File: src/rtl/add8u_err_pkg.sv
// Shared types and widths for the 8-bit unsigned approximate-adder error meter.
// The squared-error feature is selected by the ADD8U_ERR_SQ_EN macro.
package add8u_err_pkg;

    typedef enum logic [1:0] {
        IDLE  = 2'd0,
        RUN   = 2'd1,
        DRAIN = 2'd2,
        DONE  = 2'd3
    } state_t;

    localparam int N_VECTORS = 65536;
    localparam int CNT_W     = 17;
    localparam int SAE_W     = 25;
    localparam int ERR_W     = 9;
    localparam int SSE_W     = 34;
    localparam int SQ_W      = 2 * ERR_W;

    // Magnitude of approx - exact; the 10-bit signed difference always fits 9 bits.
    function automatic logic [ERR_W-1:0] abs_diff(input logic [8:0] approx,
                                                  input logic [8:0] exact);
        logic signed [9:0] diff;
        logic signed [9:0] neg;
        diff = signed'({1'b0, approx}) - signed'({1'b0, exact});
        neg  = -diff;
        if (diff < 10'sd0) begin
            return neg[ERR_W-1:0];
        end else begin
            return diff[ERR_W-1:0];
        end
    endfunction

endpackage

File: src/rtl/add8u_err_meter_acc.sv
// Stage-2 error accumulators (module add8u_err_acc) with saturating sums.
// The squared-error accumulator exists only when ADD8U_ERR_SQ_EN is defined.
module add8u_err_acc
    import add8u_err_pkg::*;
(
    input  logic             clk,
    input  logic             rst,
    input  logic             clear,
    input  logic             en,
    input  logic [ERR_W-1:0] abs_err,
    output logic [CNT_W-1:0] err_cnt,
    output logic [SAE_W-1:0] sum_abs_err,
    output logic [ERR_W-1:0] max_abs_err
`ifdef ADD8U_ERR_SQ_EN
    ,
    output logic [SSE_W-1:0] sum_sq_err
`endif
);

    logic [CNT_W:0] cnt_sum;
    logic [SAE_W:0] sae_sum;
    logic           is_err;

    assign is_err  = (abs_err != {ERR_W{1'b0}});
    assign cnt_sum = {1'b0, err_cnt} + {{CNT_W{1'b0}}, is_err};
    assign sae_sum = {1'b0, sum_abs_err} + {{(SAE_W + 1 - ERR_W){1'b0}}, abs_err};

    // Error count, absolute-error sum and running maximum.
    always_ff @(posedge clk) begin
        if (rst) begin
            err_cnt     <= {CNT_W{1'b0}};
            sum_abs_err <= {SAE_W{1'b0}};
            max_abs_err <= {ERR_W{1'b0}};
        end else if (clear) begin
            err_cnt     <= {CNT_W{1'b0}};
            sum_abs_err <= {SAE_W{1'b0}};
            max_abs_err <= {ERR_W{1'b0}};
        end else if (en) begin
            err_cnt     <= cnt_sum[CNT_W] ? {CNT_W{1'b1}} : cnt_sum[CNT_W-1:0];
            sum_abs_err <= sae_sum[SAE_W] ? {SAE_W{1'b1}} : sae_sum[SAE_W-1:0];
            if (abs_err > max_abs_err) begin
                max_abs_err <= abs_err;
            end else begin
                max_abs_err <= max_abs_err;
            end
        end else begin
            err_cnt     <= err_cnt;
            sum_abs_err <= sum_abs_err;
            max_abs_err <= max_abs_err;
        end
    end

`ifdef ADD8U_ERR_SQ_EN
    logic [SQ_W-1:0]  sq;
    logic [SSE_W:0]   sse_sum;

    assign sq      = {{ERR_W{1'b0}}, abs_err} * {{ERR_W{1'b0}}, abs_err};
    assign sse_sum = {1'b0, sum_sq_err} + {{(SSE_W + 1 - SQ_W){1'b0}}, sq};

    // Squared-error sum.
    always_ff @(posedge clk) begin
        if (rst) begin
            sum_sq_err <= {SSE_W{1'b0}};
        end else if (clear) begin
            sum_sq_err <= {SSE_W{1'b0}};
        end else if (en) begin
            sum_sq_err <= sse_sum[SSE_W] ? {SSE_W{1'b1}} : sse_sum[SSE_W-1:0];
        end else begin
            sum_sq_err <= sum_sq_err;
        end
    end
`endif

endmodule

File: src/rtl/add8u_err_meter.sv
// Exhaustive error characterisation of an external 8-bit unsigned approximate adder.
// Define ADD8U_ERR_SQ_EN to add the squared-error accumulator and sum_sq_err port.
module add8u_err_meter
    import add8u_err_pkg::*;
(
    input  logic             clk,
    input  logic             rst,
    input  logic             start,
    output logic [7:0]       a_o,
    output logic [7:0]       b_o,
    input  logic [8:0]       approx_i,
    output logic             busy,
    output logic             done,
    output logic [CNT_W-1:0] err_cnt,
    output logic [SAE_W-1:0] sum_abs_err,
    output logic [ERR_W-1:0] max_abs_err
`ifdef ADD8U_ERR_SQ_EN
    ,
    output logic [SSE_W-1:0] sum_sq_err
`endif
);

    state_t           state;
    logic [15:0]      counter;
    logic             start_ok;
    logic [8:0]       exact;
    logic             s1_valid;
    logic [8:0]       s1_approx;
    logic [8:0]       s1_exact;
    logic [ERR_W-1:0] abs_err;

    // The counter is the operand register pair; it rests at 0 outside RUN.
    assign a_o      = counter[15:8];
    assign b_o      = counter[7:0];
    assign exact    = {1'b0, a_o} + {1'b0, b_o};
    assign start_ok = start & ((state == IDLE) | (state == DONE));
    assign abs_err  = abs_diff(s1_approx, s1_exact);

    // Run sequencing, vector counter and the busy/done flags.
    always_ff @(posedge clk) begin
        if (rst) begin
            state   <= IDLE;
            counter <= 16'd0;
            busy    <= 1'b0;
            done    <= 1'b0;
        end else begin
            case (state)
                IDLE: begin
                    done    <= 1'b0;
                    counter <= 16'd0;
                    if (start) begin
                        state <= RUN;
                        busy  <= 1'b1;
                    end else begin
                        state <= IDLE;
                        busy  <= 1'b0;
                    end
                end
                RUN: begin
                    done <= 1'b0;
                    busy <= 1'b1;
                    if (counter == 16'hFFFF) begin
                        state   <= DRAIN;
                        counter <= 16'd0;
                    end else begin
                        state   <= RUN;
                        counter <= counter + 16'd1;
                    end
                end
                DRAIN: begin
                    state   <= DONE;
                    counter <= 16'd0;
                    busy    <= 1'b0;
                    done    <= 1'b1;
                end
                DONE: begin
                    done    <= 1'b0;
                    counter <= 16'd0;
                    if (start) begin
                        state <= RUN;
                        busy  <= 1'b1;
                    end else begin
                        state <= IDLE;
                        busy  <= 1'b0;
                    end
                end
                default: begin
                    state   <= IDLE;
                    counter <= 16'd0;
                    busy    <= 1'b0;
                    done    <= 1'b0;
                end
            endcase
        end
    end

    // Stage 1: capture the adder result alongside the exact sum of the same operands.
    always_ff @(posedge clk) begin
        if (rst) begin
            s1_valid  <= 1'b0;
            s1_approx <= 9'd0;
            s1_exact  <= 9'd0;
        end else if (state == RUN) begin
            s1_valid  <= 1'b1;
            s1_approx <= approx_i;
            s1_exact  <= exact;
        end else begin
            s1_valid  <= 1'b0;
            s1_approx <= 9'd0;
            s1_exact  <= 9'd0;
        end
    end

    add8u_err_acc u_acc (
        .clk         (clk),
        .rst         (rst),
        .clear       (start_ok),
        .en          (s1_valid),
        .abs_err     (abs_err),
        .err_cnt     (err_cnt),
        .sum_abs_err (sum_abs_err),
        .max_abs_err (max_abs_err)
`ifdef ADD8U_ERR_SQ_EN
        ,
        .sum_sq_err  (sum_sq_err)
`endif
    );

endmodule

File: config.mk
export PLATFORM = sky130hd
export DESIGN_NAME = add8u_err_meter
export DESIGN_NICKNAME = d
export VERILOG_FILES = /design/src/rtl/add8u_err_pkg.sv /design/src/rtl/add8u_err_meter_acc.sv /design/src/rtl/add8u_err_meter.sv
export SDC_FILE = /design/constraint.sdc
export NUM_CORES = 1
export LEC_CHECK = 0
export CAP_MARGIN = 20
export CORE_AREA = 2 2 111 113
export CTS_CLUSTER_DIAMETER = 50
export DETAILED_ROUTE_END_ITERATION = 10
export DIE_AREA = 0 0 113 115
export GPL_TIMING_DRIVEN = 0
export HOLD_SLACK_MARGIN = 0.12
export PLACE_DENSITY = 0.68
export SYNTH_ARGS = -nofsm -noshare
export SYNTH_HDL_FRONTEND = slang
export SYNTH_HIERARCHICAL = 1
export SYNTH_SLANG_ARGS = --single-unit
File: constraint.sdc
create_clock -name clk -period 4.83 [get_ports clk]
set_input_delay 1.449 -clock clk [delete_from_list [all_inputs] [get_ports clk]]
set_output_delay 1.449 -clock clk [all_outputs]
set_load 0.05 [all_outputs]
==> results.sh, run 1 <==
export IMPL_setup_worst_path_end_class="flip-flop"
export IMPL_grt_usage_pct=19.6
export IMPL_core_sq_um=11800
export IMPL_synth_flop_cell="dfxtp_1"
export IMPL_ctsHoldBuffers=0
export IMPL_synth_seq_area_share_pct=34.5
export IMPL_cts_resized=0
export IMPL_async_flop_share_pct=0
export IMPL_start_util_pct=44.2
export IMPL_status="complete, but fails checks"
export IMPL_syn_cell_area_sq_um=5220
export IMPL_fin_crit_ns=4.15
export IMPL_tns_ns=0
export IMPL_final_hold_viol_count=0
export IMPL_required_ns=5.09
export IMPL_io_pins=81
export IMPL_fill_cells=1106
export IMPL_rsz0062_at_grt="false"
export IMPL_vdd_drop_max_mv=0.190
export IMPL_powerDensity_nw_per_um2=282
export IMPL_drive_gt1_share_pct=9.37
export IMPL_vias=4498
export IMPL_setup_viol=0
export IMPL_path_max_fanout=10
export IMPL_dp_hpwl_mm=9.43
export IMPL_die_x_um=113
export IMPL_post_cts_setup_buffers=0
export IMPL_cts_clk_slew_worst_paths_ns=0.06
export IMPL_ys_ff_latch=90
export IMPL_violations="DRC"
export IMPL_antenna_found_initial=0
export IMPL_syn_inst=587
export IMPL_min_from="u_acc/max_abs_err[4]"
export IMPL_crit_path_start_kind="flip-flop"
export IMPL_syn_mean_instance_area_sq_um=8.89
export IMPL_worstPathArrival_ns=4.42
export IMPL_layout_commonest_cell="dfxtp_1"
export IMPL_gp_congestion=0.911
export IMPL_swShare_pct=28.9
export IMPL_tightestPinTransition_ns=0.708
export IMPL_nNetsFinal=737
export IMPL_cts_sinks=90
export IMPL_reg2reg_from="s1_approx[0]"
export IMPL_drv_slew=0
export IMPL_hold_class="flip-flop to flip-flop"
export IMPL_design_area_sq_um=6500
export IMPL_critical_path_startpoint="s1_approx[0]"
export IMPL_core_rowCount=40
export IMPL_synthesis_nets=646
export IMPL_grt_pass1_wl_mm=20.7
export IMPL_yosysWarnings=6
export IMPL_portBuffers=80
export IMPL_p_int_mw=1.30
export IMPL_synth_edf_count=0
export IMPL_synth_top_area_cell="dfxtp_1"
export IMPL_fin_util_pct=55.0
export IMPL_combPwrFrac_pct=20.3
export IMPL_first_global_vias=4443
export IMPL_ant_nets=0
export IMPL_fmax_ghz=0.241
export IMPL_die_area_sq_um=13000
export IMPL_synthTopCellsByArea="dfxtp_1 (35%), ha_1 (11%), xnor2_1 (4.7%)"
export IMPL_power_switching_mw=0.530
export IMPL_grt_max_degree=16
export IMPL_vias_per_cell=5.42
export IMPL_period_share_pct=86.0
export IMPL_drcViolationCount=6
export IMPL_drt_iter0_markers=253
export IMPL_seq_power_share_pct=41.7
export IMPL_slew_headroom_pct=52.7
export IMPL_clk_latency_ns=0.34
export IMPL_die_y_um=115
export IMPL_cts_buffers=9
export IMPL_wl_per_cell_um=14.8
export IMPL_cts_root_buf="clkbuf_16"
export IMPL_fin_skew_ns=0.00667
export IMPL_power_share_clock_pct=38.0
export IMPL_place_area_sq_um=6200
export IMPL_overflow=0
export IMPL_maxCapViolations=0
export IMPL_routed_wl_mm=12.3
export IMPL_netlist_area_leader_share_pct=34.5
export IMPL_power_leakage_nw=2.40
export IMPL_htreeDepth=3
export IMPL_clock_path_buffers=2
export IMPL_cts_tree="done"
export IMPL_firstDrtPassIters=7
export IMPL_final_cell_mix="dfxtp_1 (90), clkdlybuf4s50_1 (80), nor2_1 (62), a21oi_1 (45), ha_1 (44)"
export IMPL_num_antenna_cells=0
export IMPL_synthToLayoutAreaGrowth_pct=24.6
export IMPL_path_class="flip-flop to flip-flop"
export IMPL_ys_types=76
state kept, by name, indices dropped and copies added (netlist names):
register           flops
u_acc/err_cnt         17
s1_valid               1
u_acc/max_abs_err      9
state                  2
done                   1
s1_exact               9
s1_approx              9
u_acc/sum_abs_err     25
busy                   1
counter               16
per-layer routing:
metal | share of wire, % | up-vias | wire length (um) | track usage, %
met2 | 47 | 100 | 5830 | 33.7
met1 | 46 | 2104 | 5700 | 24.4
li1 | - | 2274 | - | -
met3 | 4.3 | 20 | 530 | 3.74
met4 | 2.0 | 0 | 243 | 7.72
met5 | 0 | - | 0 | 0
through the flow:
stage	power [mW]	hold WS (ns)	instances	setup slack, ns
6_report	1.83	0.502	830	0.677
5_1_grt	1.93	0.533	830	0.357
4_1_cts	1.85	0.503	830	0.687
3_5_place_dp	1.15	0.496	814	0.717
3_3_place_gp	1.14	0.492	814	0.822
2_1_floorplan	1.05	0.652	587	1.27
final cells by class:
class                      instances  area (sq um)  share of cell area (%)
multi-input combinational        444          3180                    49.0
sequential                        90          1800                    27.7
timing repair buffer              80           801                    12.3
clock buffer                      10           229                    3.52
tap                              147           184                    2.83
inverter                          39           146                    2.25
buffer                            14          85.1                    1.31
clock inverter                     6          67.6                    1.04
critical path: stages (launching register included):
cell      delay (ns)
dfxtp_1         0.30
inv_1           0.09
ha_1            0.16
inv_1           0.06
fa_1            0.41
a211oi_2        0.23
o21bai_1        0.11
a21oi_1         0.25
o21bai_1        0.09
a21oi_1         0.23
xnor3_1         0.45
ha_1            0.43
nand3_1         0.18
o31ai_4         0.53
nand4_4         0.32
a21oi_1         0.22
kinds of logic after synthesis:
family          Yosys count  share of synthesized area [%]
simple gates            214                           21.9
compound gates          127                           17.6
flops                    90                           34.5
buf+inv                  53                           4.44
xor+xnor                 51                           8.83
fa+ha+maj                47                           11.7
mux                       5                           1.01
synthesized netlist by cell type (11+ instances only):
| master | n |
|---|---|
| dfxtp_1 | 90 |
| nor2_1 | 62 |
| a21oi_1 | 45 |
| ha_1 | 44 |
| inv_1 | 37 |
| nand2_1 | 35 |
| xnor2_1 | 28 |
| nand3_1 | 27 |
| xor2_1 | 22 |
| nor3_1 | 17 |
| o21ai_0 | 16 |
| and3_1 | 13 |
| and2_1 | 11 |
power groups by stage:
stage | logic (mW) | registers [mW] | clock network (mW)
4_1_cts | 0.370 | 0.762 | 0.718
3_3_place_gp | 0.360 | 0.778 | 0
3_5_place_dp | 0.367 | 0.779 | 0
6_report | 0.372 | 0.762 | 0.695
2_1_floorplan | 0.253 | 0.802 | 0
5_1_grt | 0.413 | 0.763 | 0.750
final timing paths:
path                          endpoint  slack, ns  depth (start not counted)
hold reg to reg   u_acc/max_abs_err[4]       0.50                          2
setup reg to reg  u_acc/sum_abs_err[0]       0.68                         15
setup / recovery  u_acc/sum_abs_err[0]       0.68                         15
hold / removal    u_acc/max_abs_err[4]       0.50                          2
(Power assumes the default switching activity.)
==> inputs of run 2 (changes only) <==
- CTS_CLUSTER_DIAMETER: 50 -> 150
- SKIP_CTS_REPAIR_TIMING: not set -> 1
==> results of run 2 <==
No change in the layout: final DEF, timing and power equal those of run 1.
==> inputs of run 3 (changes only) <==
- MAX_ROUTING_LAYER: not set -> met4
==> results.sh, run 3 (synthesis gave the netlist of run 1 again) <==
export IMPL_fmax_ghz=0.240
export IMPL_grt_usage_pct=19.8
export IMPL_wl_per_cell_um=14.8
export IMPL_setup_worst_path_end_class="flip-flop"
export IMPL_clk_latency_ns=0.35
export IMPL_path_max_fanout=10
export IMPL_min_from="u_acc/max_abs_err[3]"
export IMPL_fin_hold_ws_ns=0.500
export IMPL_drt_iter0_markers=221
export IMPL_cts_buffers=9
export IMPL_die_y_um=115
export IMPL_core_sq_um=11800
export IMPL_fill_cells=1090
export IMPL_tns_ns=0
export IMPL_drcViolationCount=6
export IMPL_holdPathStages=2
export IMPL_portBuffers=80
export IMPL_regArea_sq_um=1800
export IMPL_routed_wl_mm=12.3
export IMPL_powerDensity_nw_per_um2=294
export IMPL_worstRegToRegCells=15
export IMPL_final_cell_mix="dfxtp_1 (90), clkdlybuf4s50_1 (80), nor2_1 (62), a21oi_1 (45), ha_1 (44)"
export IMPL_fin_skew_ns=0.00729
export IMPL_hold_class="flip-flop to flip-flop"
export IMPL_maxCapViolations=0
export IMPL_hold_end="u_acc/max_abs_err[3]"
export IMPL_multi_input_area_sq_um=3180
export IMPL_cts_clk_slew_worst_paths_ns=0.06
export IMPL_reg2reg_from="s1_approx[0]"
export IMPL_htreeDepth=3
export IMPL_top_register="u_acc/sum_abs_err"
export IMPL_cts_root_buf="clkbuf_16"
export IMPL_overflow=0
export IMPL_rsz0062_at_grt="false"
export IMPL_firstDrtPassIters=8
export IMPL_die_x_um=113
export IMPL_core_rowCount=40
export IMPL_die_area_sq_um=13000
export IMPL_drive_gt1_share_pct=9.52
export IMPL_grt_max_degree=16
export IMPL_num_antenna_cells=0
export IMPL_grt_pass1_wl_mm=20.1
export IMPL_cts_tree="done"
export IMPL_slew_headroom_pct=61.8
export IMPL_start_util_pct=44.2
export IMPL_ant_nets=0
export IMPL_crit_path_start_kind="flip-flop"
export IMPL_power_leakage_nw=2.42
export IMPL_path_class="flip-flop to flip-flop"
export IMPL_fin_ws_ns=0.671
export IMPL_worstPathArrival_ns=4.43
export IMPL_largest_reg_flops=25
export IMPL_period_share_pct=86.1
export IMPL_top_regs="u_acc/sum_abs_err x25, u_acc/err_cnt x17, counter x16"
export IMPL_first_global_vias=4286
export IMPL_r2r_end="u_acc/sum_abs_err[0]"
export IMPL_nNetsFinal=737
export IMPL_antenna_found_initial=0
export IMPL_rrSetupSlack_ns=0.67
export IMPL_tightestPinTransition_ns=0.570
export IMPL_gp_congestion=0.914
export IMPL_vias_per_cell=5.47
export IMPL_vdd_drop_max_mv=0.210
export IMPL_final_hold_viol_count=0
export IMPL_layout_commonest_cell="dfxtp_1"
export IMPL_drv_slew=0
export IMPL_dp_hpwl_mm=9.52
export IMPL_status="complete, but fails checks"
export IMPL_required_ns=5.10
export IMPL_clock_path_buffers=2
export IMPL_cts_sinks=90
export IMPL_violations="DRC"
export IMPL_fin_crit_ns=4.16
export IMPL_io_pins=81
export IMPL_synthToLayoutAreaGrowth_pct=25.4
export IMPL_vias=4542
export IMPL_setup_viol=0
export IMPL_dp_worst_setup_slack_ns=0.761
-- run 3: cell count changes in the layout (fill, tap and decap cells not counted) --
cell        change
clkbuf_1        -1
clkinv_2        -1
clkinv_4        -1
bufinv_16       +1
clkinvlp_4      -1
inv_6           +1
clkbuf_8        +2
-- run 3: per-stage QoR --
step	power (mW)	utilization (%)	instance area (sq um)	std cells
floorplan	1.05	-	5220	587
global placement	1.14	52.5	6200	814
detailed placement	1.15	52.5	6200	814
CTS	1.93	55.4	6540	830
global route	2.00	55.4	6540	830
finish	1.92	55.4	6540	830
-- run 3: per-layer routing --
| metal | part of all wire, % | track usage, % |
|---|---|---|
| met4 | 1.7 | 7.48 |
| met2 | 48 | 33.0 |
| met5 | 0 | - |
| met3 | 4.5 | 3.16 |
| met1 | 46 | 24.3 |
-- run 3: final cells by class --
cell class	count	share of cell area (%)
timing repair buffer	80	12.2
inverter	39	2.24
clock buffer	11	3.87
tap	147	2.81
clock inverter	5	1.30
buffer	14	1.30
multi-input combinational	444	48.7
sequential	90	27.6
-- run 3: power breakdown --
group / internal (mW) / leakage [nW] / switching (mW)
registers: 0.753 / 0.727 / 0.00864
clock network: 0.484 / 0.162 / 0.302
logic: 0.144 / 1.53 / 0.229
total: 1.38 / 2.42 / 0.539
-- run 3: worst max-delay path by stage --
stage	startpoint	endpoint	slack, ns	cells after the start
after floorplan	s1_approx[0]	u_acc/err_cnt[15]	1.27	19
after global placement	s1_exact[4]	u_acc/sum_abs_err[20]	0.82	15
after detailed placement	s1_approx[0]	u_acc/sum_abs_err[0]	0.76	15
after CTS	s1_approx[0]	u_acc/sum_abs_err[0]	0.72	15
final	s1_approx[0]	u_acc/sum_abs_err[0]	0.67	15
after global routing	s1_approx[0]	u_acc/err_cnt[3]	0.37	18
-- run 3: worst max-delay path, cell delays in order, from the launching register on --
cell,delay (ns)
dfxtp_1,0.30
inv_1,0.07
ha_1,0.15
inv_1,0.06
fa_1,0.42
a211oi_2,0.23
o21bai_1,0.11
a21oi_1,0.25
o21bai_1,0.11
a21oi_1,0.23
xnor3_1,0.44
ha_1,0.43
nand3_1,0.18
o31ai_4,0.55
nand4_4,0.33
a21oi_1,0.21
